File: config.mk
export PLATFORM = sky130hd
export DESIGN_NAME = alu_multicycle_flat
export DESIGN_NICKNAME = d
export VERILOG_FILES = /design/src/rtl/alu_pkg.sv /design/src/rtl/alu_multicycle_if.sv /design/src/rtl/alu_shift_mul_unit.sv /design/src/rtl/alu_multicycle.sv /design/src/flat_wrapper.sv
export SDC_FILE = /design/constraint.sdc
export NUM_CORES = 1
export LEC_CHECK = 0
export BUFFER_PORTS_ARGS = -buffer_cell sky130_fd_sc_hd__buf_2
export CORE_UTILIZATION = 50
export DETAILED_ROUTE_END_ITERATION = 16
export PLACE_DENSITY = 0.77
export SYNTH_ARGS = -nofsm -noshare
export SYNTH_HDL_FRONTEND = slang
export SYNTH_SLANG_ARGS = --single-unit
File: constraint.sdc
create_clock -name Clock -period 8.75 [get_ports Clock]
set_input_delay 0.875 -clock Clock [delete_from_list [all_inputs] [get_ports Clock]]
set_output_delay 0.875 -clock Clock [all_outputs]
set_load 0.02 [all_outputs]
File: src/rtl/alu_pkg.sv
// Shared definitions for the multi-cycle ALU: op codes, FSM encoding, flag layout.
package alu_pkg;

  localparam logic [2:0] OP_ADD = 3'b000;
  localparam logic [2:0] OP_SUB = 3'b001;
  localparam logic [2:0] OP_AND = 3'b010;
  localparam logic [2:0] OP_OR  = 3'b011;
  localparam logic [2:0] OP_XOR = 3'b100;
  localparam logic [2:0] OP_SLL = 3'b101;
  localparam logic [2:0] OP_SRL = 3'b110;
  localparam logic [2:0] OP_MUL = 3'b111;

  typedef enum logic [1:0] {
    IDLE  = 2'd0,
    SHIFT = 2'd1,
    MUL   = 2'd2,
    DONE  = 2'd3
  } state_t;

  // Bit positions inside the packed NZCV flag vector.
  localparam int FLAG_V    = 0;
  localparam int FLAG_C    = 1;
  localparam int FLAG_Z    = 2;
  localparam int FLAG_N    = 3;
  localparam int NUM_FLAGS = 4;

endpackage

File: src/rtl/alu_multicycle_if.sv
// Request/response bundle between the control FSM (master) and the ALU (slave).
interface alu_multicycle_if #(
  parameter int WIDTH = 16
);
  logic             start;
  logic [2:0]       op;
  logic [WIDTH-1:0] a;
  logic [WIDTH-1:0] b;
  logic [WIDTH-1:0] result;
  logic             z_flag;
  logic             n_flag;
  logic             c_flag;
  logic             v_flag;
  logic             busy;
  logic             done;

  modport master (
    output start, op, a, b,
    input  result, z_flag, n_flag, c_flag, v_flag, busy, done
  );

  modport slave (
    input  start, op, a, b,
    output result, z_flag, n_flag, c_flag, v_flag, busy, done
  );
endinterface

File: src/rtl/alu_shift_mul_unit.sv
// Serial datapath: one-bit shift or one shift-add multiply step per cycle.
// The step outputs are the values the registers take on the next step, so the
// caller can capture the final result on the same edge as the last step.
module alu_shift_mul_unit #(
  parameter int WIDTH = 16,
  parameter int CNTW  = 5
) (
  input  logic             clk,
  input  logic             rst_n,
  input  logic             load,
  input  logic             step,
  input  logic             is_mul,
  input  logic             shl,
  input  logic [WIDTH-1:0] a,
  input  logic [WIDTH-1:0] b,
  input  logic [CNTW-1:0]  count_init,
  output logic [WIDTH-1:0] step_result,
  output logic             step_carry,
  output logic             last_step
);

  logic [WIDTH-1:0] acc;
  logic [WIDTH-1:0] opnd;
  logic [WIDTH-1:0] mplr;
  logic [CNTW-1:0]  count;
  logic             mode_mul;
  logic             mode_shl;
  logic [WIDTH-1:0] acc_next;
  logic [WIDTH-1:0] shift_next;

  // Next-step values for both datapath modes.
  always_comb begin
    acc_next    = mplr[0] ? (acc + opnd) : acc;
    shift_next  = mode_shl ? {opnd[WIDTH-2:0], 1'b0} : {1'b0, opnd[WIDTH-1:1]};
    step_result = mode_mul ? acc_next : shift_next;
    step_carry  = mode_mul ? 1'b0 : (mode_shl ? opnd[WIDTH-1] : opnd[0]);
    last_step   = (count == CNTW'(1));
  end

  // Operand load on accept, then one step per cycle with a down-counting step budget.
  always_ff @(posedge clk or negedge rst_n) begin
    if (!rst_n) begin
      acc      <= '0;
      opnd     <= '0;
      mplr     <= '0;
      count    <= '0;
      mode_mul <= 1'b0;
      mode_shl <= 1'b0;
    end else if (load) begin
      acc      <= '0;
      opnd     <= a;
      mplr     <= b;
      count    <= count_init;
      mode_mul <= is_mul;
      mode_shl <= shl;
    end else if (step) begin
      count <= count - CNTW'(1);
      if (mode_mul) begin
        acc  <= acc_next;
        opnd <= {opnd[WIDTH-2:0], 1'b0};
        mplr <= {1'b0, mplr[WIDTH-1:1]};
      end else begin
        opnd <= shift_next;
      end
    end
  end

endmodule

File: src/rtl/alu_multicycle.sv
// Registered multi-cycle ALU with start/busy/done handshake and NZCV flags.
//
//   state | meaning
//   IDLE  | waiting for start; single-cycle ops and shift-by-0 finish here
//   SHIFT | serial shift, one bit per cycle
//   MUL   | shift-add multiply, one multiplier bit per cycle
//   DONE  | done pulse; result and flags were loaded on entry
module alu_multicycle
  import alu_pkg::*;
#(
  parameter int WIDTH = 16
) (
  input logic       Clock,
  input logic       Resetn,
  alu_multicycle_if.slave bus
);

  localparam int SHW  = $clog2(WIDTH);
  localparam int CNTW = SHW + 1;

  state_t                 state;
  logic [WIDTH-1:0]       result_q;
  logic [NUM_FLAGS-1:0]   flags_q;
  logic                   busy_q;
  logic                   done_q;

  logic [SHW-1:0]         shamt;
  logic                   is_shift;
  logic                   serial_op;
  logic                   unit_load;
  logic                   unit_step;
  logic [CNTW-1:0]        count_init;
  logic [WIDTH-1:0]       step_result;
  logic                   step_carry;
  logic                   last_step;

  logic [WIDTH:0]         sum;
  logic [WIDTH:0]         diff;
  logic [WIDTH-1:0]       fast_res;
  logic                   fast_c;
  logic                   fast_v;

  function automatic logic [NUM_FLAGS-1:0] pack_flags(input logic [WIDTH-1:0] r,
                                                      input logic c, input logic v);
    logic [NUM_FLAGS-1:0] f;
    f         = '0;
    f[FLAG_N] = r[WIDTH-1];
    f[FLAG_Z] = (r == '0);
    f[FLAG_C] = c;
    f[FLAG_V] = v;
    return f;
  endfunction

  assign shamt      = bus.b[SHW-1:0];
  assign is_shift   = (bus.op == OP_SLL) || (bus.op == OP_SRL);
  assign serial_op  = (bus.op == OP_MUL) || (is_shift && (shamt != '0));
  assign unit_load  = (state == IDLE) && bus.start && serial_op;
  assign unit_step  = (state == SHIFT) || (state == MUL);
  assign count_init = (bus.op == OP_MUL) ? CNTW'(WIDTH) : {1'b0, shamt};

  // Single-cycle results; the default arm covers shift by 0, which passes a through.
  always_comb begin
    sum      = {1'b0, bus.a} + {1'b0, bus.b};
    diff     = {1'b0, bus.a} - {1'b0, bus.b};
    fast_res = bus.a;
    fast_c   = 1'b0;
    fast_v   = 1'b0;
    case (bus.op)
      OP_ADD: begin
        fast_res = sum[WIDTH-1:0];
        fast_c   = sum[WIDTH];
        fast_v   = (bus.a[WIDTH-1] == bus.b[WIDTH-1]) && (sum[WIDTH-1] != bus.a[WIDTH-1]);
      end
      OP_SUB: begin
        fast_res = diff[WIDTH-1:0];
        fast_c   = diff[WIDTH];
        fast_v   = (bus.a[WIDTH-1] != bus.b[WIDTH-1]) && (diff[WIDTH-1] != bus.a[WIDTH-1]);
      end
      OP_AND:  fast_res = bus.a & bus.b;
      OP_OR:   fast_res = bus.a | bus.b;
      OP_XOR:  fast_res = bus.a ^ bus.b;
      default: fast_res = bus.a;
    endcase
  end

  alu_shift_mul_unit #(
    .WIDTH (WIDTH),
    .CNTW  (CNTW)
  ) u_shift_mul (
    .clk         (Clock),
    .rst_n       (Resetn),
    .load        (unit_load),
    .step        (unit_step),
    .is_mul      (bus.op == OP_MUL),
    .shl         (bus.op == OP_SLL),
    .a           (bus.a),
    .b           (bus.b),
    .count_init  (count_init),
    .step_result (step_result),
    .step_carry  (step_carry),
    .last_step   (last_step)
  );

  // Control FSM plus result/flag registers, which load only on entry to DONE.
  always_ff @(posedge Clock or negedge Resetn) begin
    if (!Resetn) begin
      state    <= IDLE;
      result_q <= '0;
      flags_q  <= '0;
      busy_q   <= 1'b0;
      done_q   <= 1'b0;
    end else begin
      done_q <= 1'b0;
      case (state)
        IDLE: begin
          if (bus.start) begin
            if (serial_op) begin
              state  <= (bus.op == OP_MUL) ? MUL : SHIFT;
              busy_q <= 1'b1;
            end else begin
              state    <= DONE;
              done_q   <= 1'b1;
              result_q <= fast_res;
              flags_q  <= pack_flags(fast_res, fast_c, fast_v);
            end
          end
        end
        SHIFT, MUL: begin
          if (last_step) begin
            state    <= DONE;
            busy_q   <= 1'b0;
            done_q   <= 1'b1;
            result_q <= step_result;
            flags_q  <= pack_flags(step_result, step_carry, 1'b0);
          end
        end
        DONE:    state <= IDLE;
        default: state <= IDLE;
      endcase
    end
  end

  assign bus.result = result_q;
  assign bus.n_flag = flags_q[FLAG_N];
  assign bus.z_flag = flags_q[FLAG_Z];
  assign bus.c_flag = flags_q[FLAG_C];
  assign bus.v_flag = flags_q[FLAG_V];
  assign bus.busy   = busy_q;
  assign bus.done   = done_q;

endmodule

File: src/flat_wrapper.sv
// flat-port wrapper written by rule: the top's interface ports become plain ports
module alu_multicycle_flat import alu_pkg::*;
#(
  parameter int WIDTH = 16
)
  (Clock, Resetn, bus_start, bus_op, bus_a, bus_b, bus_result, bus_z_flag, bus_n_flag, bus_c_flag, bus_v_flag, bus_busy, bus_done);
  alu_multicycle_if #(.WIDTH(WIDTH)) bus_i ();
  input logic Clock;
  input logic Resetn;
  input wire logic [$bits(bus_i.start)-1:0] bus_start;
  input wire logic [$bits(bus_i.op)-1:0] bus_op;
  input wire logic [$bits(bus_i.a)-1:0] bus_a;
  input wire logic [$bits(bus_i.b)-1:0] bus_b;
  output wire logic [$bits(bus_i.result)-1:0] bus_result;
  output wire logic [$bits(bus_i.z_flag)-1:0] bus_z_flag;
  output wire logic [$bits(bus_i.n_flag)-1:0] bus_n_flag;
  output wire logic [$bits(bus_i.c_flag)-1:0] bus_c_flag;
  output wire logic [$bits(bus_i.v_flag)-1:0] bus_v_flag;
  output wire logic [$bits(bus_i.busy)-1:0] bus_busy;
  output wire logic [$bits(bus_i.done)-1:0] bus_done;
  assign bus_i.start = bus_start;
  assign bus_i.op = bus_op;
  assign bus_i.a = bus_a;
  assign bus_i.b = bus_b;
  assign bus_result = bus_i.result;
  assign bus_z_flag = bus_i.z_flag;
  assign bus_n_flag = bus_i.n_flag;
  assign bus_c_flag = bus_i.c_flag;
  assign bus_v_flag = bus_i.v_flag;
  assign bus_busy = bus_i.busy;
  assign bus_done = bus_i.done;
  alu_multicycle #(.WIDTH(WIDTH)) u_core (.Clock(Clock), .Resetn(Resetn), .bus(bus_i));
endmodule
After elaboration in Yosys (flattened, before gate mapping):

Cells that the tools add are included.

* add/subtract/negate cells: 4
* bitwise operators: 3
* mux-type cells: 41
* eq/ne operators: 19
* reduce and logical (&&, ||, !) cells: 21

Operators with widths (count)
* 16-bit 2-to-1 mux: 15
* 16-bit case mux with 5 select lines: 1
* 16-bit logical NOT: 2
* 16-bit case mux with 2 select lines: 1
* 16-bit by 16-bit adder with 17-bit output: 1
* 16-bit by 16-bit subtractor with 17-bit output: 1
* 16-bit adder: 1
* 16-bit bitwise AND: 1
* 16-bit OR: 1
* 16-bit XOR: 1
* 5-bit 2-to-1 mux: 3
* 3-bit == test (second input constant): 4
* 4-bit 2-to-1 mux: 3
* 1-bit 2-to-1 mux: 8
* 2-bit 2-to-1 mux: 4
* 1-bit case mux with 2 select lines: 4
* 4-bit case mux with 2 select lines: 1
* 4-bit AND reduction: 2
* 3-bit by 2-bit == test with 1-bit output (second input constant): 2
* 2-bit case mux with 3 select lines: 1
* 2-bit nonzero test: 3
* 5-bit by 1-bit == test with 1-bit output (second input constant): 1
* 1-bit logical AND: 5
* 5-bit by 1-bit subtractor with 5-bit output (second input constant): 1
* other kinds (13): 21

* output and inout bits: 22
* register bits after elaboration: 79
* word-level logic and storage cells: 99

Logic depth before layout (Yosys ltp):

Gate-level depths: netlist of run 1.

* depth after elaboration: 7
* depth in mapped cells: 14
* depth with buffers taken out: 14

By module:

From an unflattened synthesis of run 1, not the netlist that was laid out.

* cell total of the unflattened synthesis: 1066
* area total of the unflattened synthesis: 8276.7 um^2

Modules (own cells, without submodules)
* alu_multicycle: area each 4370.4 um^2, seq. area each 575.6 um^2, times used 1, cells an instance 587
* alu_shift_mul_unit: area each 3906.2 um^2, seq. area each 1376.3 um^2, times used 1, cells an instance 479

Worst setup path after synthesis of run 1:

No wires, ideal clock.

* path type: input -> register
* start: input bus_b[8]
* end: register u_core.flags_q[2]
* setup slack: 5.317 ns
* data arrival time: 3.368 ns
* cell stages on the path: 13
* cells stage by stage: inv_1 ha_1 buf_4 inv_1 or4_1 a31oi_1 o2111ai_2 a31oi_4 mux2_1 nor4_1 and3_1 a22o_1 a31o_1

* word-level cells in the longest chain between the ends: 6

Ends and longest elaborated chain
* start, declared: RTL line flat_wrapper.sv:13 `input wire logic [$bits(bus_i.b)-1:0] bus_b;`
* 16-bit by 16-bit subtractor with 17-bit output (tied with other cells): RTL line alu_multicycle.sv:64 `diff = {1'b0, bus.a} - {1'b0, bus.b};`
* 16-bit case mux with 5 select lines (*): RTL line alu_multicycle.sv:68 `case (bus.op)`
* 16-bit logical NOT (*): RTL line alu_multicycle.sv:48 `f[FLAG_Z] = (r == '0);`
* 4-bit 2-to-1 mux (*): RTL line alu_multicycle.sv:117 `if (serial_op) begin`
* 4-bit 2-to-1 mux (*): RTL line alu_multicycle.sv:116 `if (bus.start) begin`
* 4-bit case mux with 2 select lines (*): RTL line alu_multicycle.sv:114 `case (state)`
* end signal, assigned: RTL line alu_multicycle.sv:124 `flags_q <= pack_flags(fast_res, fast_c, fast_v);`
* end signal, assigned: RTL line alu_multicycle.sv:134 `flags_q <= pack_flags(step_result, step_carry, 1'b0);`
* end, declared: RTL line alu_multicycle.sv:23 `logic [NUM_FLAGS-1:0] flags_q;`

Every way passes the cells marked *; elsewhere a longest branch is shown, timed or not. The select of a mux whose other input is x is not followed.
A chain may end at the register's enable or synchronous reset.

Worst setup path in the final report of run 1:

* start: input bus_a[8]
* end: register u_core.flags_q[2]

* word-level cells in the longest chain between the ends: 6

Ends and longest elaborated chain
* start, declared: RTL line flat_wrapper.sv:12 `input wire logic [$bits(bus_i.a)-1:0] bus_a;`
* 16-bit by 16-bit subtractor with 17-bit output (tied with other cells): RTL line alu_multicycle.sv:64
* 16-bit case mux with 5 select lines (*): RTL line alu_multicycle.sv:68
* 16-bit logical NOT (*): RTL line alu_multicycle.sv:48
* 4-bit 2-to-1 mux (*): RTL line alu_multicycle.sv:117
* 4-bit 2-to-1 mux (*): RTL line alu_multicycle.sv:116
* 4-bit case mux with 2 select lines (*): RTL line alu_multicycle.sv:114

Marked as above.

==> out/summary.txt, run 1 <==
core area = 15200 um^2
DP HPWL = 16100 um
ANT nets after route = 0
Fillers = 1432
Post-Synth Simple-Gate Area = 19.0%
Worst Tran Pin Value = 1.01 ns
IO Pins = 60
global-route wire length before repair = 36600 um
Clock Tree Root = clkbuf_16
CTS Buffer Depth = 2
crit path time final = 3.69 ns
Total GRT Usage = 28.8%
Final Max Tran Viols = 0
area taken by multi-input logic gates = 5240 um^2
vias per cell = 6.23
Num CTS Buffers = 9
post-synth cell types = 88
Peak VDD IR = 0.134 mV
DR WL/cell = 18.4 um
CP max FO = 9
Critical Path Start = bus_a[8]
WHS = 0.477 ns
Residual DRC = 0
Diodes inserted = 0
Post-Synthesis Cell Area = 7780 um^2
post-CTS setup buffers = 0
vias = 7544
fraction of synthesized area in multiplexers = 6.48%
status = complete, no violations
CTS tree = built
post-CTS sizing = 0
Fmax = 0.271 GHz
clk_lat worst skew = 0.36 ns
Min-Delay Path Class = reg -> reg
area fraction in compound gates after synthesis = 26.6%
Hold Crit Start = u_core.bus.result[5]
Power per Cell Area = 339 nW/um^2
die area = 16100 um^2
sequential area share after synthesis = 25.1%
Overflow after GRT = 0
Pwr Total = 2.83 mW
Leak = 3.80 nW
Final Skew = 0.0135 ns
Post-Synth XOR/XNOR Area = 3.49%
RSZ-0062 raised after global routing = no
Sink Count = 78
largest net degree at the start of global routing = 91
Syn Nets = 1113
max-cap check violation count = 0
Worst setup EP type = register
final setup fails = 0
die height = 127 um
final hold violations = 0
Final nets = 1126
Die X = 127 um
largest family of logic cells by synthesized area = compound AO/OA/AOI/OAI gates
startpoint types = input pin
Max H-tree Level = 3
initial antenna violation count = 0
Max-Slew Margin vs Limit = 32.5%
initial core utilization = 51.2%
Final TNS setup = 0 ns
post-synthesis register bit count = 78
Synth Area in Adders = 11.5%
1st-iter DRT viols = 640
FF-to-FF Start = u_core.u_shift_mul.opnd[0]
YS warnings = 0
Primary FF master, synth = dfrtp_1
count of input and output buffers = 59
number of global-route vias before repair = 7161
layout cells sized above 1 = 11.1%
Area Growth Syn to Fin = 7.20%
Row Count = 45
synthesized instance count = 1005
share of synthesized registers carrying an async set or reset = 100%
Mean Syn Cell Area = 7.74 um^2
Arr. time, crit path = 3.98 ns
type of the worst setup path = in -> reg
hold buffer count at CTS = 0
final wirelength = 22300 um
EDFF count, synth = 0
Reg area = 1950 um^2
First-pass DRT Iterations = 5
fin crit share = 42.1%
Clk pin slew, worst setup/hold paths = 0.07 ns
WP data required = 9.05 ns
GPL Wtd Cong = 0.999
-- stage by stage --
stage | cells | worst slack (ns) | util (%) | area, um^2
6_report | 1211 | 5.06 | 54.9 | 8340
5_1_grt | 1211 | 4.93 | 54.9 | 8340
4_1_cts | 1211 | 5.12 | 54.9 | 8340
3_5_place_dp | 1195 | 4.79 | 52.7 | 8010
3_3_place_gp | 1195 | 4.86 | 52.7 | 8010
2_1_floorplan | 1005 | 5.32 | - | 7780
-- worst max-delay path: stages --
cell and delay, ns:
buf_2 0.14, inv_1 0.06, ha_1 0.43, inv_1 0.15
or4_1 0.53, a31oi_1 0.25, o2111ai_2 0.19, a31oi_4 0.21
mux2_1 0.36, nor4_1 0.35, and3_1 0.21, a22o_1 0.12
a31o_1 0.09
-- where the power goes --
part	internal (mW)	total (mW)	leakage (nW)	switching (mW)
Sequential	0.529	0.701	0.971	0.172
Combinational	0.654	1.69	2.67	1.04
Clock	0.254	0.432	0.157	0.178
Total	1.44	2.83	3.80	1.39
-- placed cells by master, fill, tap and decap left out, drive strengths merged, types with 9 or more instances in the layout --
cell type | synthesis | final
dfrtp | 78 | 78
mux2i | 38 | 38
nor3 | 15 | 15
inv | 65 | 68
nor2 | 65 | 65
a21oi | 76 | 76
nand2 | 142 | 142
nor2b | 10 | 10
nand3 | 35 | 35
a21o | 14 | 14
a211oi | 15 | 15
buf | 25 | 65
clkbuf | 37 | 9
ha | 67 | 67
xor2 | 11 | 11
mux2 | 9 | 9
o21ai | 120 | 120
o22ai | 11 | 11
a31oi | 13 | 13
xnor2 | 20 | 20
-- final cells by class --
cell class / count / share of cell area, %
multi-input combinational: 798 / 62.8
sequential: 78 / 23.4
timing repair buffer: 65 / 4.11
inverter: 66 / 2.97
tap: 188 / 2.82
clock buffer: 9 / 2.70
clock inverter: 7 / 1.23
-- registers in the layout, summed over array words and instances (netlist names) --
signal,flops
u_core.u_shift_mul.mode_shl,1
u_core.u_shift_mul.mode_mul,1
u_core.u_shift_mul.opnd,16
u_core.state,2
u_core.u_shift_mul.count,5
u_core.flags_q,4
u_core.u_shift_mul.acc,16
u_core.u_shift_mul.mplr,16
u_core.bus.busy,1
u_core.bus.result,15
u_core.bus.done,1
-- final timing paths --
kind	end	slack [ns]	cells past startpoint
worst max-delay path	u_core.flags_q[2]	5.06	13
worst min-delay path	u_core.bus.result[5]	0.48	2
worst max register to register	u_core.flags_q[2]	5.38	12
worst min register to register	u_core.bus.result[5]	0.48	2
max in group asynchronous	u_core.u_shift_mul.mplr[15]	7.40	1
min in group asynchronous	u_core.u_shift_mul.mplr[10]	0.65	1
-- metal layers --
| layer | global-route usage, % | share of wire [%] | vias to the layer above |
|---|---|---|---|
| li1 | - | - | 3619 |
| met1 | 37.4 | 43 | 3532 |
| met2 | 46.8 | 47 | 339 |
| met3 | 5.40 | 7.4 | 54 |
| met4 | 12.7 | 3.3 | 0 |
| met5 | 0 | 0 | - |
-- synthesized netlist by cell type (all sizes together), types with 4 or more instances --
library cell,n,area share (%)
a211oi,15,1.6
a21o,14,1.4
a21oi,76,4.9
a31oi,13,1.2
and3,7,0.56
buf,25,2.0
clkbuf,37,2.4
dfrtp,78,25
ha,67,11
inv,65,3.1
mux2,9,1.3
mux2i,38,4.9
nand2,142,6.8
nand2b,7,0.56
nand3,35,2.3
nand4,8,0.64
nor2,65,3.1
nor2b,10,0.90
nor3,15,0.96
nor4,6,0.48
o211ai,6,0.58
o21a,4,0.39
o21ai,120,7.8
o221ai,5,0.56
o22ai,11,0.88
o31a,5,0.56
o31ai,6,0.58
o41ai,7,0.79
or2,7,0.56
or3,4,0.39
or4,4,0.39
xnor2,20,2.3
xor2,11,1.2
-- logic make-up after synthesis --
kind of cell | after synthesis
compound gates | 326
mux | 48
simple gates | 323
flops | 78
xor+xnor | 31
buf+inv | 129
fa+ha+maj | 70
Note: power is estimated with default switching activity, not from simulation.
==> run 2: changes to the inputs <==
PLACE_DENSITY = 0.8   (was 0.77)
clock period = 3.2 ns   (was 8.75 ns; I/O delays follow)
==> run 2 against run 1 <==
Non-clock buffer count rose by 50. Largest cell class unchanged. Global-route usage rose by 0.43 points. Routed wire length rose by 1.1%. Sequential power rose to 2.7 times the previous value.
==> out/summary.txt, run 2 (synthesis gave the netlist of run 1 again) <==
final hold violations = 0 (unchanged)
Worst path slowest cell = or4_4 (was or4_1)
WP data required = 3.49 ns (was 9.05 ns)
most frequent cells in the layout = nand2_1, o21ai_0, dfrtp_1, a21oi_1, ha_1 (unchanged)
die area = 16100 um^2 (unchanged)
Fmax = 0.326 GHz
R2R setup slack = 0.14 ns (was 5.38 ns)
Final nets = 1176 (was 1126)
layout cells sized above 1 = 16.1% (was 11.1%)
ANT nets after route = 0 (unchanged)
IO Pins = 60 (unchanged)
max-cap check violation count = 0 (unchanged)
RSZ-0062 raised after global routing = yes (was no)
Worst setup EP type = register (unchanged)
Clock Tree Root = clkbuf_16 (unchanged)
P_int = 4.00 mW (was 1.44 mW)
Row Count = 45 (unchanged)
Peak VDD IR = 0.368 mV (was 0.134 mV)
CP Buf/Inv Count = 0 (was 3)
Num CTS Buffers = 9 (unchanged)
Overflow after GRT = 0 (unchanged)
Sw Pwr = 3.89 mW (was 1.39 mW)
met3 Use GR = 5.36% (was 5.40%)
die height = 127 um (unchanged)
initial core utilization = 51.2% (unchanged)
type of the worst setup path = reg -> reg (was in -> reg)
fin crit share = 95.7%
Worst Tran Pin Value = 0.743 ns (was 1.01 ns)
Largest regs = u_core.u_shift_mul.acc: 16 flops, u_core.u_shift_mul.mplr: 16 flops, u_core.u_shift_mul.opnd: 16 flops (unchanged)
Diodes inserted = 0 (unchanged)
Min-Delay Path Class = in -> reg (was reg -> reg)
fin util = 57.5% (was 54.9%)
Switching Fraction = 49.3% (was 49.2%)
Final Skew = 0.00783 ns (was 0.0135 ns)
GPL Wtd Cong = 0.996 (was 0.999)
Fillers = 1399 (was 1432)
GR Layer Usage met2 = 47.4% (was 46.8%)
Max-Slew Margin vs Limit = 50.3% (was 32.5%)
initial antenna violation count = 0 (unchanged)
Final TNS setup = 0 ns (unchanged)
CTS Buffer Depth = 2 (unchanged)
First-pass DRT Iterations = 5 (unchanged)
status = complete, no violations (unchanged)
core area = 15200 um^2 (unchanged)
Total GRT Usage = 29.2% (was 28.8%)
Residual DRC = 0 (unchanged)
RR Endpoint = u_core.flags_q[2] (unchanged)
combinational share of power = 62.2% (was 59.9%)
CTS tree = built (unchanged)
Clk pin slew, worst setup/hold paths = 0.07 ns (about the same)
commonest non-fill, non-tap cell in the layout = nand2_1 (unchanged)
final setup fails = 0 (unchanged)
count of input and output buffers = 59 (unchanged)
Final Max Tran Viols = 0 (unchanged)
number of global-route vias before repair = 7436 (was 7161)
critical-path cell list = ha_2, fa_2, a21o_1, nand4_1, and3_4, and3b_1, nor2_2, mux2i_1, nor2_1, or4_4, nor4_4, a31o_1 (was buf_2, inv_1, ha_1, inv_1, or4_1, a31oi_1, o2111ai_2, a31oi_4, mux2_1, nor4_1, and3_1, a22o_1, a31o_1)
vias per cell = 6.19 (was 6.23)
Leak = 4.03 nW (was 3.80 nW)
Area Growth Syn to Fin = 12.3% (was 7.20%)
delay-heaviest family, CP = simple AND/OR/NAND/NOR gates (unchanged)
Power per Cell Area = 903 nW/um^2 (was 339 nW/um^2)
final wirelength = 22600 um (was 22300 um)
Critical Path End = u_core.flags_q[2] (unchanged)
cell depth of the worst setup path = 12 (was 13)
Top Usage Layer GRT = met2 (unchanged)
Arr. time, crit path = 3.35 ns (was 3.98 ns)
clk_lat worst skew = 0.35 ns (was 0.36 ns)
FF-to-FF Start = u_core.u_shift_mul.opnd[0] (unchanged)
global-route wire length before repair = 37400 um (was 36600 um)
CP max FO = 3 (was 9)
Clock Power Share = 13.7% (was 15.3%)
largest net degree at the start of global routing = 62 (was 91)
Max H-tree Level = 3 (unchanged)
path depth of the worst reg2reg path = 12 (unchanged)
Critical Path Start = u_core.u_shift_mul.opnd[0] (was bus_a[8])
Die X = 127 um (unchanged)
sequential share of power = 24.1% (was 24.8%)
startpoint types = register (was input pin)
DP HPWL = 16900 um (was 16100 um)
crit path time final = 3.06 ns
Pwr Total = 7.89 mW (was 2.83 mW)
crit-path max cell delay = 0.53 ns (about the same)
DR WL/cell = 17.9 um (was 18.4 um)
vias = 7801 (was 7544)
Sink Count = 78 (unchanged)
1st-iter DRT viols = 601 (was 640)
M1 GR Usage = 38.2% (was 37.4%)
==> run 2: metal layers <==
layer / share of wire [%] / routed length [um] / vias up
li1: - / - / 3724
met1: 43 / 9610 / 3658
met2: 46 / 10400 / 361
met3: 7.5 / 1700 / 58
met4: 3.8 / 863 / 0
met5: 0 / 0 / -
==> run 2: repair_timing <==
item,in CTS,in global routing
hold endpoints to repair,38,0
endpoints found under the setup margin,1,1
hold buffers,1,0
setup buffers,0,1
pin swaps,0,5
cloned,0,0
gates resized for setup,1,10
==> run 2: cell type report <==
cell class              count  area [um^2]  share of cell area [%]
multi-input cells         798         5280                    60.4
well taps                 188          235                    2.69
clock buffers               9          225                    2.58
flip-flops and latches     78         1950                    22.3
clock inverters             7         77.6                   0.887
inverters                  66          248                    2.83
repair buffers            115          721                    8.24
==> run 2: stage by stage <==
stage / area (um^2) / instances / setup WS, ns / hold WS, ns
after global placement: 8370 / 1243 / 0.00884 / 0.341
final: 8740 / 1261 / 0.136 / 0.210
after CTS: 8690 / 1260 / 0.0466 / 0.208
after detailed placement: 8370 / 1243 / 0.000765 / 0.347
after global routing: 8740 / 1261 / -0.00826 / 0.231
after floorplan: 7780 / 1005 / 0.313 / 0.0244
==> run 2: worst min path at each step <==
| stage | slack, ns | cells after the start | endpoint | startpoint |
|---|---|---|---|---|
| global route | 0.23 | 3 | u_core.u_shift_mul.mplr[6] | bus_b[6] |
| global placement | 0.34 | 1 | u_core.u_shift_mul.mplr[12] | Resetn |
| CTS | 0.21 | 3 | u_core.u_shift_mul.mplr[8] | bus_b[8] |
| detailed placement | 0.35 | 1 | u_core.u_shift_mul.mplr[12] | Resetn |
| floorplan | 0.02 | 0 | u_core.bus.busy | Resetn |
| finish | 0.21 | 3 | u_core.u_shift_mul.mplr[8] | bus_b[8] |
==> run 2: worst reg2reg max path: cells and delay by family, from the launching register on <==
family                   cells  cell delay [ns]
AO/OA/AOI/OAI                2             0.37
adder cells (fa/ha/maj)      2             0.55
AND/OR/NAND/NOR              7             1.48
flip-flops                   1             0.39
multiplexers                 1             0.20
==> run 2: power groups by stage <==
stage,clock (mW),sequential [mW],combinational (mW)
2_1_floorplan,0,1.87,3.48
6_report,1.08,1.90,4.91
3_5_place_dp,0,1.90,4.72
4_1_cts,1.09,1.88,4.76
5_1_grt,1.13,1.95,5.46
3_3_place_gp,0,1.88,4.60
